===== config.mk =====
export PLATFORM = sky130hd
export DESIGN_NAME = array_multiplier_2x2
export DESIGN_NICKNAME = d
export VERILOG_FILES = /design/src/rtl/array_mult_pkg.sv /design/src/rtl/array_multiplier_2x2_half_adder.sv /design/src/rtl/array_multiplier_2x2.sv
export SDC_FILE = /design/constraint.sdc
export NUM_CORES = 1
export LEC_CHECK = 0
export ABC_AREA = 1
export BUFFER_PORTS_ARGS = -buffer_cell sky130_fd_sc_hd__buf_2
export CORE_AREA = 2 2 39 41
export CTS_CLUSTER_DIAMETER = 30
export DETAILED_ROUTE_END_ITERATION = 7
export DIE_AREA = 0 0 41 43
export PLACE_DENSITY = 0.38
export SKIP_LAST_GASP = 1
export SLEW_MARGIN = 15
export SYNTH_ARGS = -nofsm -noshare
export SYNTH_HDL_FRONTEND = slang
export SYNTH_SLANG_ARGS = --single-unit
export TNS_END_PERCENT = 1

===== constraint.sdc =====
create_clock -name clk -period 1.2 [get_ports clk]
set_clock_uncertainty 0.2 [all_clocks]
set_input_delay 0.06 -clock clk [delete_from_list [all_inputs] [get_ports clk]]
set_output_delay 0.06 -clock clk [all_outputs]
set_load 0.05 [all_outputs]

===== src/rtl/array_mult_pkg.sv =====
// Shared width constants for the 2x2 array multiplier.
// Operand and product widths are fixed.
package array_mult_pkg;
  localparam int OP_W   = 2;
  localparam int PROD_W = 4;
endpackage


===== src/rtl/array_multiplier_2x2_half_adder.sv =====
// Single-bit half adder used as a cell of the multiplier array.
// sum = a ^ b, carry = a & b.
module half_adder (
  input  logic a,
  input  logic b,
  output logic sum,
  output logic carry
);
  assign sum   = a ^ b;
  assign carry = a & b;
endmodule


===== src/rtl/array_multiplier_2x2.sv =====
// 2x2 unsigned array multiplier with a registered product.
// One pair accepted per cycle; 1-cycle latency.
module array_multiplier_2x2
  import array_mult_pkg::*;
(
  input  logic              clk,
  input  logic              rst,
  input  logic [OP_W-1:0]   A,
  input  logic [OP_W-1:0]   B,
  input  logic              valid_in,
  output logic [PROD_W-1:0] P,
  output logic              valid_out
);

  logic w_pp00;
  logic w_pp01;
  logic w_pp10;
  logic w_pp11;
  logic w_s1;
  logic w_c1;
  logic w_s2;
  logic w_c2;
  logic [PROD_W-1:0] w_prod;

  logic [PROD_W-1:0] r_p;
  logic              r_valid;

  assign w_pp00 = A[0] & B[0];
  assign w_pp01 = A[0] & B[1];
  assign w_pp10 = A[1] & B[0];
  assign w_pp11 = A[1] & B[1];

  half_adder u_ha1 (
    .a     (w_pp10),
    .b     (w_pp01),
    .sum   (w_s1),
    .carry (w_c1)
  );

  half_adder u_ha2 (
    .a     (w_pp11),
    .b     (w_c1),
    .sum   (w_s2),
    .carry (w_c2)
  );

  assign w_prod = {w_c2, w_s2, w_s1, w_pp00};

  // Capture the product on accepted pairs; hold otherwise.
  always_ff @(posedge clk or posedge rst) begin
    if (rst) begin
      r_p     <= '0;
      r_valid <= 1'b0;
    end else begin
      r_valid <= valid_in;
      if (valid_in) begin
        r_p <= w_prod;
      end
    end
  end

  assign P         = r_p;
  assign valid_out = r_valid;

endmodule


### Yosys cells after proc, flatten, opt, wreduce, memory -nomap -nowiden

Index checks and enable logic that the tools add are counted.

| operators by class | value |
|---|---|
| bitwise operators | 8 |

Operator list:

| operator | number |
|---|---|
| bitwise AND 1 bit | 6 |
| bitwise XOR 1 bit | 2 |

| storage, ports and cells | value |
|---|---|
| flip-flop bits (word level) | 5 |
| input bits | 7 |
| output and inout port bits | 5 |
| logic and storage cells | 10 |

### Depth between registers and ports, before layout

| depth | value |
|---|---|
| depth in word-level cells | 3 |
| gate-level depth with buffers | 6 |
| depth with buffers taken out | 6 |

### By module

Synthesis repeated with hierarchy kept, for this count alone.

| second synthesis, totals | value |
|---|---|
| cell total of the unflattened synthesis | 27 |
| area total of the unflattened synthesis | 226.5 µm² |

By module, submodules not included:

| module | instances | cells each | area an instance (µm²) | sequential area each (µm²) |
|---|---|---|---|---|
| array_multiplier_2x2 | 1 | 25 | 201.4 | 125.1 |
| half_adder | 2 | 1 | 12.5 | 0.0 |

### Worst setup path after synthesis

No wires, ideal clock.

| path | value |
|---|---|
| path type | flip-flop to flip-flop |
| start | register P[0] (netlist name) |
| end | register r_p[0] (netlist: P[0]) |
| setup time | 118 ps |
| data arrival time | 718 ps |
| data required time | 882 ps |
| path slack | 164 ps |
| stages on the path, launching flop included | 3 |
| buffers on the path | 0 |
| period minus slack after synthesis | 1,036 ps |
| path through | dfrtp_1 > nand2_1 > nand2_1 |

RTL lines:

| element | line | source |
|---|---|---|
| to (signal assigned) | array_multiplier_2x2.sv:57 | `r_p <= w_prod;` |
| to (decl) | array_multiplier_2x2.sv:25 | `logic [PROD_W-1:0] r_p;` |

### Final worst setup path

| path | value |
|---|---|
| start | register r_p[1] (netlist: P[1]) |
| end | output P[1] |

RTL lines:

| element | line | source |
|---|---|---|
| to (decl) | array_multiplier_2x2.sv:11 | `output logic [PROD_W-1:0] P,` |

No word-level cell between the ends.

==> summary.txt <==
Status
  – Run status: complete, no violations

Global route
  – Global-route wire length before repair: 745 um
  – Vias in the first global route: 201
  – Largest net degree at the start of global routing: 7
  – Overflow after GRT: 0
  – Global Route Usage Sum: 0.0694
  – Initial antenna violation count: 0

Routing
  – Highest routed metal layer: met3
  – Starting DRT DRC Count: 0
  – DR vias/cell: 3.58
  – Number of nets still failing antenna checks after routing: 0
  – Met2 wire len: 204 um
  – DR vias: between 200 and 250
  – M1 wire length: between 200 and 250 um
  – Final WL: 454 um
  – Residual DRC: 0
  – DR WL met3: approximately 30 um
  – Drt pass-1 iters: 1
  – Avg WL per Cell: 7.32 um

Die
  – I/O pins: 12
  – Initial Util: 0.164
  – Chip width: 41 um
  – Die ar.: ~1800 um^2
  – Die Y: 43 um
  – Row cnt: 14
  – Core area: 1380 um^2

STA
  – Final WS setup: 0.102 ns
  – Endpoints failing hold: 0
  – TNS Setup: 0 ns
  – Setup Viol. Count Final: 0
  – RSZ-0062 raised after global routing: no
  – Min Tclk post-route: 1.10 ns
  – Final period util: 0.915
  – Final Max Tran Viols: 0
  – Slew HR: 0.836
  – Slew at the pin with the worst max-slew slack: 0.248 ns
  – Fmax: 910 MHz

Clock network
  – CTS root buf: clkbuf_4
  – Clk_lat worst skew: around 0.24 ns
  – CTS buffer count: 3
  – CTS Buffer Depth: 2
  – Worst-path clk slew: 0.04 ns
  – Post-CTS setup buffers: 0
  – # clock sinks: 5
  – H-tree depth: 1
  – TritonCTS clock tree: done

Placement
  – Port bufs: 11
  – Dpl cell area: 302 um^2
  – Gpl congestion: 0.575
  – Setup Slack @ Placement: approximately 0.046 ns
  – Final HPWL DP: 356 um

Power and ir drop
  – Leakage: 0.236 nW
  – Peak supply drop: 0.365 mV
  – Pwr Density: between 1000 and 1500 nW/um^2

Layout
  – Nets@finish: 56
  – Layout Area Growth over Synthesis: 62.4%
  – Final instance area: 368 um^2
  – Fillers: 163
  – Proportion of layout cells with a drive suffix above 1: 0.326
  – Multi-input gate area: 82.6 um^2
  – Area taken by flip-flops and latches: 125 um^2
  – Antenna Cells: 0

Synth
  – Syn nets: 36
  – Sequential share of the synthesized area: 0.552
  – Cell count after synthesis: 27
  – Synth Cell Area: around 230 um^2
  – Asr flop ratio synth: 1.00
  – Most frequent cell after synthesis: nand2_1
  – Synthesis-stage register bit count: 5
  – Synth area leader: dfrtp_1
  – Synth top area cells: dfrtp_1 55%, nand2_1 23%, ha_1 11%
  – Synth cell count leaders: 14 x nand2_1, 5 x dfrtp_1, 4 x inv_1, 2 x ha_1
  – Synth cell types: 6
  – Synth warnings: 0
  – Main synth FF type: dfrtp_1
  – Share of the synthesized area in the top cell type: 0.552
  – Post-synth EDFFs: 0
  – Syn_area_per_cell: 8.39 um^2

Worst setup path
  – WP buf/inv: 1
  – Critical path's top delay family: flip-flops
  – Crit path kind: register to primary output
  – Kind of end point of the critical path: primary output
  – Maximum fanout along the worst path: 2
  – CP peak stage delay: between 0.3 and 0.4 ns
  – Crit path DAT: 0.84 ns
  – Crit path cell chain: buf_2
  – WP data required: 0.94 ns
  – Startpoint types: register
  – Slowest CP cell: dfrtp_1

Min path
  – Hold Crit Class: primary input to register

Job
  – Maximum Capacitance Violations: 0
==> registers in the layout (all words and copies together), names as in the netlist <==
| signal | flops |
|---|---|
| P | 4 |
| valid_out | 1 |
==> layout make-up <==
| class | count | share of cell area |
|---|---|---|
| Sequential cell | 5 | 0.340 |
| Timing Repair Buffer | 15 | 0.259 |
| Multi-Input combinational cell | 17 | 0.224 |
| Clock buffer | 4 | 0.0714 |
| Tap cell | 16 | 0.0544 |
| Inverter | 5 | 0.0510 |
==> kinds of logic (layout without fill, tap and decap cells) <==
logic type | after synthesis | count (layout) | share of synthesized area
and+or+nand+nor | 15 | 15 | 0.254
DFF | 5 | 5 | 0.552
buffers and inverters | 5 | 24 | 0.0828
adders and majority gates | 2 | 2 | 0.110
==> worst paths after layout <==
check	from	slack [ns]	depth (start not counted)	end
worst max register to register	P[0]$_DFFE_PP0P_	0.41	2	P[0]$_DFFE_PP0P_
min in group asynchronous	rst	0.06	3	P[3]$_DFFE_PP0P_
worst max-delay path	P[1]$_DFFE_PP0P_	0.10	1	P[1]
worst min register to register	P[3]$_DFFE_PP0P_	0.26	2	P[3]$_DFFE_PP0P_
max in group asynchronous	rst	0.57	3	valid_out$_DFF_PP0_
worst min-delay path	B[1]	0.03	6	P[1]$_DFFE_PP0P_
==> layer usage <==
layer | vias to the layer above | track usage
met3 | 0 | 0.0157
met1 | 96 | 0.0744
li1 | 117 | -
met4 | 0 | 0.100
met5 | - | 0
met2 | 9 | 0.0875
==> what timing repair did <==
action	CTS	global route
resized for setup	0	0
hold endpoints to repair	10	0
hold buffers	4	0
==> layout by cell type (no fill, tap or decap) <==
cell	instances
dlygate4sd3_1	4
inv_1	4
inv_2	1
nand2_1	14
buf_2	11
ha_1	2
clkbuf_1	1
nand3_1	1
dfrtp_1	5
clkbuf_4	3
==> per-stage QoR <==
step                       util  power [mW]  hold slack, ns  cells
after floorplan               -       0.253          -0.361     27
after detailed placement  0.218       0.284          -0.229     54
after global placement    0.218       0.284          -0.232     54
after global routing      0.266       0.516          0.0925     62
final                     0.266       0.485          0.0335     62
after CTS                 0.266       0.493          0.0351     62
==> power breakdown <==
group	switching [mW]	internal (mW)	leakage, nW
Combinational	0.0706	0.0325	0.156
Sequential	0.00496	0.181	0.0641
Clock	0.0698	0.126	0.0150
Note: power is estimated with default switching activity, not from simulation.
